==> src/rtl/bratcr_ctrl_pkg.sv <==
// Shared constants, FSM state encoding and slot metadata for the BRATCR
// checkpoint-slot controller.
package bratcr_ctrl_pkg;

    localparam int unsigned BRATCR_NUM_ETY      = 4;
    localparam int unsigned BRATCR_NUM_ETY_CLOG = 2;
    localparam int unsigned ISSUE_WIDTH_MAX     = 2;
    localparam int unsigned ROB_MAX_RETIRE      = 2;
    localparam int unsigned ROB_SIZE_CLOG       = 5;
    localparam int unsigned RECOVERY_CYCLES     = 2;

    localparam int unsigned FREE_CNT_W  = BRATCR_NUM_ETY_CLOG + 1;
    localparam int unsigned DRAIN_CNT_W = $clog2(RECOVERY_CYCLES + 1);

    typedef enum logic [1:0] {
        IDLE    = 2'd0,
        RESTORE = 2'd1,
        DRAIN   = 2'd2
    } bratcr_state_e;

    typedef struct packed {
        logic                     vld;
        logic [ROB_SIZE_CLOG-1:0] robid;
    } bratcr_meta_t;

endpackage

==> src/rtl/bratcr_ctrl_robid_cam.sv <==
// Valid-qualified ROB-id match across all checkpoint slots; lowest index wins.
module bratcr_robid_cam
    import bratcr_ctrl_pkg::*;
(
    input  bratcr_meta_t [BRATCR_NUM_ETY-1:0] slots,
    input  logic [ROB_SIZE_CLOG-1:0]          tag,
    output logic                              hit_c,
    output logic [BRATCR_NUM_ETY_CLOG-1:0]    hit_idx_c
);

    // Scan high to low so the lowest matching slot is the one reported
    always_comb begin
        hit_c     = 1'b0;
        hit_idx_c = '0;
        for (int i = BRATCR_NUM_ETY - 1; i >= 0; i--) begin
            if (slots[i].vld && (slots[i].robid == tag)) begin
                hit_c     = 1'b1;
                hit_idx_c = BRATCR_NUM_ETY_CLOG'(i);
            end
        end
    end

endmodule

==> src/rtl/bratcr_ctrl.sv <==
// BRATCR checkpoint-slot controller: in-order slot allocation, retire-driven
// freeing and mispredict restore sequencing.
// Optional macros: BRATCR_PERF_CNT_EN (saturating perf counters),
//                  BRATCR_ASSERT_EN (protocol assertions).
module bratcr_ctrl
    import bratcr_ctrl_pkg::*;
(
    input  logic                                          clk,
    input  logic                                          rst,
    input  logic [ISSUE_WIDTH_MAX-1:0]                    br_alloc_req,
    input  logic [ISSUE_WIDTH_MAX*ROB_SIZE_CLOG-1:0]      br_robid,
    output logic [ISSUE_WIDTH_MAX-1:0]                    alloc_gnt,
    output logic [ISSUE_WIDTH_MAX*BRATCR_NUM_ETY_CLOG-1:0] alloc_idx,
    output logic                                          rename_stall,
    input  logic [ROB_MAX_RETIRE-1:0]                     val_ret,
    input  logic [ROB_MAX_RETIRE-1:0]                     branch_ret,
    input  logic [ROB_MAX_RETIRE*ROB_SIZE_CLOG-1:0]       robid_ret,
    input  logic                                          branch_clear_id,
    input  logic [ROB_SIZE_CLOG-1:0]                      mispredict_tag_id,
    output logic                                          restore_val,
    output logic [BRATCR_NUM_ETY_CLOG-1:0]                restore_idx,
    output logic [BRATCR_NUM_ETY-1:0]                     ckpt_vld,
    output logic [FREE_CNT_W-1:0]                         free_cnt,
    output logic                                          recov_busy,
    output logic [31:0]                                   perf_alloc_stall_cnt,
    output logic [31:0]                                   perf_recov_cnt
);

    localparam int unsigned IDX_W = BRATCR_NUM_ETY_CLOG;

    bratcr_state_e                     state_q, state_d;
    logic [DRAIN_CNT_W-1:0]            drain_q, drain_d;
    bratcr_meta_t [BRATCR_NUM_ETY-1:0] slot_q, slot_d;
    logic [IDX_W-1:0]                  head_q, head_d, tail_q, tail_d;
    logic [IDX_W-1:0]                  rst_idx_q, rst_idx_d;
    logic [FREE_CNT_W-1:0]             free_q, free_d;

    logic                              cam_hit;
    logic [IDX_W-1:0]                  cam_idx;
    logic                              clear_hit;
    logic                              starved;
    logic [FREE_CNT_W-1:0]             req_n, ret_n, gnt_n;
    logic [IDX_W-1:0]                  req_ofs, hit_ofs, rel;
    logic [IDX_W-1:0]                  ret_ptr [ROB_MAX_RETIRE];

    bratcr_robid_cam u_cam (
        .slots     (slot_q),
        .tag       (mispredict_tag_id),
        .hit_c     (cam_hit),
        .hit_idx_c (cam_idx)
    );

    assign clear_hit = (state_q == IDLE) && branch_clear_id && cam_hit;

    // All-or-nothing in-order grant from the tail; freed-this-cycle slots not counted
    always_comb begin
        alloc_gnt = '0;
        alloc_idx = '0;
        starved   = 1'b0;
        req_n     = '0;
        req_ofs   = '0;
        for (int k = 0; k < ISSUE_WIDTH_MAX; k++) begin
            req_n = req_n + FREE_CNT_W'(br_alloc_req[k]);
        end
        for (int k = 0; k < ISSUE_WIDTH_MAX; k++) begin
            alloc_idx[k*IDX_W +: IDX_W] = tail_q + req_ofs;
            if (br_alloc_req[k]) begin
                req_ofs = req_ofs + 1'b1;
            end
        end
        if ((state_q == IDLE) && !branch_clear_id && (req_n != '0)) begin
            if (req_n <= free_q) begin
                alloc_gnt = br_alloc_req;
            end else begin
                starved = 1'b1;
            end
        end
    end

    assign rename_stall = starved || (state_q != IDLE) || branch_clear_id;
    assign recov_busy   = (state_q != IDLE);
    assign restore_val  = (state_q == RESTORE);
    assign restore_idx  = rst_idx_q;
    assign free_cnt     = free_q;

    // Per-slot valid view
    always_comb begin
        ckpt_vld = '0;
        for (int i = 0; i < BRATCR_NUM_ETY; i++) begin
            ckpt_vld[i] = slot_q[i].vld;
        end
    end

    // Slot/pointer update: retire first, then allocation, then mispredict truncation
    always_comb begin
        slot_d    = slot_q;
        head_d    = head_q;
        tail_d    = tail_q;
        free_d    = free_q;
        rst_idx_d = rst_idx_q;
        ret_n     = '0;
        gnt_n     = '0;
        hit_ofs   = '0;
        rel       = '0;
        for (int k = 0; k < ROB_MAX_RETIRE; k++) begin
            ret_ptr[k] = head_d;
            if (val_ret[k] && branch_ret[k]) begin
                slot_d[head_d].vld = 1'b0;
                head_d             = head_d + 1'b1;
                ret_n              = ret_n + 1'b1;
            end
        end
        for (int k = 0; k < ISSUE_WIDTH_MAX; k++) begin
            if (alloc_gnt[k]) begin
                slot_d[alloc_idx[k*IDX_W +: IDX_W]].vld   = 1'b1;
                slot_d[alloc_idx[k*IDX_W +: IDX_W]].robid = br_robid[k*ROB_SIZE_CLOG +: ROB_SIZE_CLOG];
                gnt_n = gnt_n + 1'b1;
            end
        end
        tail_d = tail_q + IDX_W'(gnt_n);
        free_d = free_q + ret_n - gnt_n;
        if (clear_hit) begin
            // Keep only slots strictly older than the hit, measured from the new head
            hit_ofs = cam_idx - head_d;
            for (int i = 0; i < BRATCR_NUM_ETY; i++) begin
                rel = IDX_W'(i) - head_d;
                if (rel >= hit_ofs) begin
                    slot_d[i].vld = 1'b0;
                end
            end
            tail_d    = cam_idx;
            free_d    = FREE_CNT_W'(BRATCR_NUM_ETY) - FREE_CNT_W'(hit_ofs);
            rst_idx_d = cam_idx;
        end
    end

    // Recovery FSM next state
    always_comb begin
        state_d = state_q;
        drain_d = drain_q;
        case (state_q)
            IDLE: begin
                if (clear_hit) begin
                    state_d = RESTORE;
                end
            end
            RESTORE: begin
                state_d = DRAIN;
                drain_d = DRAIN_CNT_W'(RECOVERY_CYCLES - 1);
            end
            DRAIN: begin
                if (drain_q == '0) begin
                    state_d = IDLE;
                end else begin
                    drain_d = drain_q - 1'b1;
                end
            end
            default: state_d = IDLE;
        endcase
    end

    // State, pointer and slot registers
    always_ff @(posedge clk) begin
        if (rst) begin
            state_q   <= IDLE;
            drain_q   <= '0;
            slot_q    <= '0;
            head_q    <= '0;
            tail_q    <= '0;
            rst_idx_q <= '0;
            free_q    <= FREE_CNT_W'(BRATCR_NUM_ETY);
        end else begin
            state_q   <= state_d;
            drain_q   <= drain_d;
            slot_q    <= slot_d;
            head_q    <= head_d;
            tail_q    <= tail_d;
            rst_idx_q <= rst_idx_d;
            free_q    <= free_d;
        end
    end

`ifdef BRATCR_PERF_CNT_EN
    logic [31:0] stall_cnt_q, recov_cnt_q;

    // Saturating counters for alloc-starved cycles and restore entries
    always_ff @(posedge clk) begin
        if (rst) begin
            stall_cnt_q <= '0;
            recov_cnt_q <= '0;
        end else begin
            if (starved && (stall_cnt_q != '1)) begin
                stall_cnt_q <= stall_cnt_q + 32'd1;
            end
            if (clear_hit && (recov_cnt_q != '1)) begin
                recov_cnt_q <= recov_cnt_q + 32'd1;
            end
        end
    end

    assign perf_alloc_stall_cnt = stall_cnt_q;
    assign perf_recov_cnt       = recov_cnt_q;
`else
    assign perf_alloc_stall_cnt = '0;
    assign perf_recov_cnt       = '0;
`endif

`ifdef BRATCR_ASSERT_EN
    // Protocol checks: retire order, mispredict tag presence, idle-only mispredict
    always_ff @(posedge clk) begin
        if (!rst) begin
            for (int k = 0; k < ROB_MAX_RETIRE; k++) begin
                if (val_ret[k] && branch_ret[k]) begin
                    assert (slot_q[ret_ptr[k]].vld &&
                            (slot_q[ret_ptr[k]].robid == robid_ret[k*ROB_SIZE_CLOG +: ROB_SIZE_CLOG]))
                    else $error("retire does not match head checkpoint");
                end
            end
            if (branch_clear_id) begin
                assert (state_q == IDLE) else $error("mispredict while recovering");
                if (state_q == IDLE) begin
                    assert (cam_hit) else $error("mispredict tag not found");
                end
            end
        end
    end
`else
    logic ret_chk_unused;
    assign ret_chk_unused = ^robid_ret ^ ^ret_ptr[0];
`endif

endmodule

==> config.mk <==
export PLATFORM = sky130hd
export DESIGN_NAME = bratcr_ctrl
export DESIGN_NICKNAME = d
export VERILOG_FILES = /design/src/rtl/bratcr_ctrl_pkg.sv /design/src/rtl/bratcr_ctrl_robid_cam.sv /design/src/rtl/bratcr_ctrl.sv
export SDC_FILE = /design/constraint.sdc
export NUM_CORES = 1
export LEC_CHECK = 0
export ABC_CLOCK_PERIOD_IN_PS = 6600
export CAP_MARGIN = 20
export CORE_ASPECT_RATIO = 1.2
export CORE_MARGIN = 1.5
export CORE_UTILIZATION = 30
export DETAILED_ROUTE_END_ITERATION = 6
export GPL_ROUTABILITY_DRIVEN = 0
export PLACE_DENSITY = 0.61
export RECOVER_POWER = 100
export SLEW_MARGIN = 20
export SYNTH_ARGS = -nofsm -noshare
export SYNTH_HDL_FRONTEND = slang
export SYNTH_SLANG_ARGS = --single-unit
==> constraint.sdc <==
create_clock -name clk -period 6.6 [get_ports clk]
set_input_delay 1.65 -clock clk [delete_from_list [all_inputs] [get_ports clk]]
set_output_delay 1.65 -clock clk [all_outputs]
set_load 0.01 [all_outputs]
# --- Yosys cells after proc, flatten, opt, wreduce, memory -nomap -nowiden ---
# Cells that the tools add are included.
word_totals:
  reg_bits: 37
  latch_bits: 0
  mem_bits_rw: 0
  mem_bits_ro: 0
  input_bits: 34
  out_inout_bits: 82
  wordCells: 132
  memories: 0
op_classes:
  add_sub_neg: 16
  multipliers: 0
  div: 0
  order_cmp: 13
  eq_ne: 9
  shifts: 0
  muxes: 56
  bitwise: 0
  reduce_logical: 24
ops:
  columns: ["op", "count"]
  rows:
  - ["bitwise mux 24 bit", 6]
  - ["two-way mux 24 bit", 4]
  - ["demux 6 bit (select 2 bit)", 6]
  - ["two-way mux 2 bit", 12]
  - ["two-way mux 6 bit", 4]
  - ["== test 5 bit", 4]
  - ["two-way mux 1 bit", 17]
  - ["logical AND 1 bit", 14]
  - ["< comparator 2 x 3 -> 1 bit (second input constant)", 4]
  - ["two-way mux 5 bit", 2]
  - ["two-way mux 3 bit", 3]
  - ["greater-or-equal comparator 2 x 1 -> 1 bit (second input constant)", 4]
  - ["greater-or-equal comparator 2 bit", 4]
  - ["adder 3 x 1 -> 3 bit (second input constant)", 2]
  - ["!= test 2 bit (second input constant)", 3]
  - ["case mux 2 bit (3 select lines)", 1]
  - ["adder 2 x 1 -> 2 bit (second input constant)", 2]
  - ["adder 2 bit", 2]
  - ["logical NOT 2 bit", 2]
  - ["case mux 2 bit (2 select lines)", 1]
  - ["AND reduction 2 bit", 2]
  - ["nonzero test 2 bit", 2]
  - ["subtractor 1 x 2 -> 2 bit (first input constant)", 2]
  - ["subtractor 2 bit (first input constant)", 2]
  - ["other kinds (12)", 13]

# --- Logic depth before layout (Yosys ltp) ---
depth:
  depth_word: 16
  ltp_mapped: 16

# --- Cells and area by module ---
# A second synthesis with hierarchy kept.
unflattened:
  cells_unflattened: 405
  hier_area_um2: 3309.4
by_module_without_submodules:
  columns: ["module", "instances", "cells_per_inst", "area_per_inst_um2"]
  rows:
  - ["bratcr_ctrl", 1, 370, 3030.4]
  - ["bratcr_robid_cam", 1, 35, 279.0]

# --- Least setup slack after synthesis ---
# Ideal clock, no wire load.
synth_path:
  path_type: "input to register"
  from: "input port br_alloc_req[0]"
  to: "register free_q[2] (netlist: free_cnt[2])"
  arrival_ns: 4.431
  setup_slack_ns: 2.052
  stages: 14
  n_path_buf: 1
  path_cell_list: "ha_1 -> ha_1 -> nor2b_1 -> o21ai_1 -> and3_1 -> buf_2 -> ha_1 -> inv_1 -> fa_1 -> fa_1 -> xor2_1 -> xnor2_1 -> mux2i_1 -> nand2_1"
synth_via:
  elab_chain_len: 9
synth_rtl:
  columns: ["element", "line_no", "source"]
  rows:
  - ["from (decl)", "bratcr_ctrl.sv:10", "input logic [ISSUE_WIDTH_MAX-1:0] br_alloc_req,"]
  - ["adder 1 x 1 -> 2 bit", "bratcr_ctrl.sv:63", "req_n = req_n + FREE_CNT_W'(br_alloc_req[k]);"]
  - ["<= comparator 2 x 3 -> 1 bit / nonzero test 3 bit (equally long branches)", "bratcr_ctrl.sv:72, bratcr_ctrl.sv:71", null]
  - ["two-way mux 2 bit / logical AND 1 bit (equally long branches)", "bratcr_ctrl.sv:72, bratcr_ctrl.sv:71", null]
  - ["two-way mux 2 bit (*)", "bratcr_ctrl.sv:71", "if ((state_q == IDLE) && !branch_clear_id && (req_n != '0)) begin"]
  - ["net alloc_gnt[0]", "bratcr_ctrl.sv:12", "output logic [ISSUE_WIDTH_MAX-1:0] alloc_gnt,"]
  - ["two-way mux 1 bit (*)", "bratcr_ctrl.sv:114", "if (alloc_gnt[k]) begin"]
  - ["adder 3 x 1 -> 3 bit", "bratcr_ctrl.sv:117", "gnt_n = gnt_n + 1'b1;"]
  - ["two-way mux 3 bit (*)", "bratcr_ctrl.sv:114", null]
  - ["subtractor 3 bit (*)", "bratcr_ctrl.sv:121", "free_d = free_q + ret_n - gnt_n;"]
  - ["two-way mux 3 bit (*)", "bratcr_ctrl.sv:122", "if (clear_hit) begin"]
  - ["to (signal assigned)", "bratcr_ctrl.sv:171", "free_q <= FREE_CNT_W'(BRATCR_NUM_ETY);"]
  - ["to (signal assigned)", "bratcr_ctrl.sv:179", "free_q <= free_d;"]
  - ["to (decl)", "bratcr_ctrl.sv:36", "logic [FREE_CNT_W-1:0] free_q, free_d;"]
# The timed path passes the listed nets; every way through them passes the cells marked *.
# A chain may end at the register's enable or synchronous reset.

# --- Worst setup path after layout ---
layout_path:
  from: "input port br_alloc_req[0]"
  to: "output port alloc_gnt[0]"
layout_via:
  elab_chain_len: 4
layout_rtl:
  columns: ["element", "line_no"]
  rows:
  - ["adder 1 x 1 -> 2 bit", "bratcr_ctrl.sv:63"]
  - ["<= comparator 2 x 3 -> 1 bit / nonzero test 3 bit (equally long branches)", "bratcr_ctrl.sv:72, bratcr_ctrl.sv:71"]
  - ["two-way mux 2 bit / logical AND 1 bit (equally long branches)", "bratcr_ctrl.sv:72, bratcr_ctrl.sv:71"]
  - ["two-way mux 2 bit (*)", "bratcr_ctrl.sv:71"]
  - ["to (decl)", "bratcr_ctrl.sv:12"]
# Every way passes the cells marked *; elsewhere a longest branch is shown, timed or not.

==> flow_metrics.tcl <==
set metrics [dict create \
    ys_types 50 \
    vias 2389 \
    wirelength_um 6971 \
    ir_worst_vdd_mv 0.1154 \
    dieArea_um2 11150 \
    clkLatencyLatePin_ns 0.27 \
    grt_usage_pct 12.32 \
    htree_levels 2 \
    clk_transition_reported_paths_ns 0.06 \
    end_kind "output pin" \
    fin_crit_ns 6.106 \
    rsz0062_at_grt "false" \
    cts-hold-fix-buffers 0 \
    root_buffer "clkbuf_16" \
    die-height_um 115.4 \
    violations "max-capacitance violations, max-slew violations" \
    path_class "in2out" \
    area_growth_pct 10.94 \
    synth-edff-count 0 \
    dp.cells 518 \
    holdPathStages 2 \
    grt_pass1_vias 2238 \
    synth_top_area_share_pct 23.47 \
    port_buffers 41 \
    fin_nets 457 \
    yosysSeqAreaShare_pct 23.47 \
    drc 0 \
    hp-class "reg2reg" \
    cts_buffers 5 \
    p_leak_uw 0.001630 \
    cp_max_fo 6 \
    detail_route.iter0.violations 124 \
    core-area_um2 10110 \
    worst-slew-pin-transition_ns 2.119 \
    grt_first_pass_wirelength_um 11120 \
    viasPerCell 4.550 \
    synthCells 369 \
    finalCritPeriodShare_pct 92.52 \
    rows 40 \
    status "finished with violations" \
    die_w_um 96.63 \
    cts_sinks 37 \
    syn_area_per_cell_um2 8.552 \
    num_io_pins 116 \
    synth_top_area_cell "dfxtp_1" \
    syn-cell-area_um2 3156 \
    diodes 0 \
    powerDensity_nw_per_um2 238.7 \
    grt_max_degree 33 \
    cts_setup_buffers 0 \
    slew_violations 44 \
    skew_ns 0.001939 \
    synth_top_flop_cell "dfxtp_1" \
    dr.pass1.iters 4 \
    max_slew_margin_pct -43.11 \
    cts.path.max_buffers 2 \
    antenna_found_initial 0 \
    ant_nets 0 \
    fmax_mhz 163.8 \
    cp-start-kind "primary input" \
    ys_ff_latch 37 \
    start_util_pct 31.21 \
    setup_viol 0 \
    async_reset_ff_share_pct 0 \
    reg2regPathDepth 13 \
    yosys_warnings 0 \
    layout_common_cells "conb_1 (64), dfxtp_1 (37), nor2_1 (32)" \
    setup_tns_ns 0 \
    crit_arrival_ns 4.46 \
    synthTopCellsByArea "dfxtp_1 (23%), buf_4 (16%), ha_1 (8.7%)" \
    ctsResizeCount 0 \
    maxCapViolations 2 \
    overflow 0 \
    hold_viol_final 0 \
    wl_per_cell_um 13.28 \
    drive_above_1_share_pct 3.759 \
    layout_commonest_cell "conb_1" \
    cts_tree "yes" \
    worst_ep_required_time_ns 4.95 \
    dp.final_hpwl_um 5547 \
    fin_cells 525 \
]
metal layers:
| metal | global-route usage, % | vias up | share of wire [%] |
|---|---|---|---|
| li1 | - | 1187 | - |
| met4 | 3.382 | 0 | 0.79 |
| met5 | 0 | - | 0 |
| met3 | 1.459 | 4 | 4.5 |
| met1 | 14.69 | 1116 | 42 |
| met2 | 23.31 | 82 | 52 |
path summary, 6_finish.rpt:
path | from | slack, ns | endpoint
setup / recovery | br_alloc_req[0] | 0.49 | alloc_gnt[0]
hold / removal | restore_idx[0] | 0.47 | restore_idx[0]
setup reg to reg | free_cnt[1] | 2.87 | free_cnt[2]
hold reg to reg | restore_idx[0] | 0.47 | restore_idx[0]
synthesized netlist by cell type (2+ instances only):
cell / count
ha_1: 22
nand2b_1: 2
buf_4: 68
buf_2: 4
and3_1: 5
a31oi_1: 2
a22oi_1: 5
o21ai_0: 5
mux2i_1: 23
nor3_1: 2
a211oi_1: 20
or2_2: 2
xor2_1: 18
nor2b_1: 3
xnor2_1: 14
inv_1: 19
a21oi_1: 8
nor4_1: 4
dfxtp_1: 37
mux2_2: 2
nor2_1: 32
or3_1: 4
clkbuf_1: 9
nand4_1: 3
nand3b_1: 2
nand2_1: 19
fa_1: 2
nand3_1: 5
and2_1: 4
a311oi_1: 4
state kept, by name, summed over array words and instances, names as in the netlist:
signal       flops
restore_idx      2
tail_q           2
state_q          2
free_cnt         3
head_q           2
drain_q          2
ckpt_vld         4
slot_q          20
where the power goes:
group | total [uW] | switching, uW | internal, uW
clock network | 235 | 86.4 | 148
registers | 282 | 28.9 | 253
logic | 319 | 171 | 148
logic make-up after synthesis:
group	count (synthesis)	synth area share (%)
DFF	37	23.47
AOI/OAI and AO/OA	56	13.68
other	1	0.1188
buffers and inverters	101	20.50
xor gates and xnor gates	33	9.596
muxes	25	8.009
adders and majority gates	24	9.992
and+or+nand+nor	92	14.63
through the flow:
step                      cell area (um^2)  utilization (%)  setup WS [ns]  total power, uW  hold WS [ns]
final                                 3501            34.63         0.4939            835.8        0.4664
after global routing                  3501            34.63         0.3675            895.7        0.5077
after CTS                             3535            34.96         0.8889            858.4        0.4816
after global placement                3392            33.55         0.9193            610.4        0.4637
after floorplan                       3392                -          2.052            540.5        0.4776
after detailed placement              3392            33.55         0.8938            620.5        0.4740
area by class of cell:
cell class	instances	area, um^2
clock buffers	7	142.6
fillers	1076	6609
inverters	19	71.32
multi-input cells	294	1974
flip-flops and latches	37	740.7
well taps	126	157.7
repair buffers	42	414.1
worst max-delay path: stages:
cell	delay (ns)
dlygate4sd3_1	0.59
ha_1	0.22
ha_1	0.28
nor2b_1	0.13
o21ai_0	0.56
and3_1	0.38
dlygate4sd3_1	0.64
No activity file was read; power rests on OpenSTA's default activity.
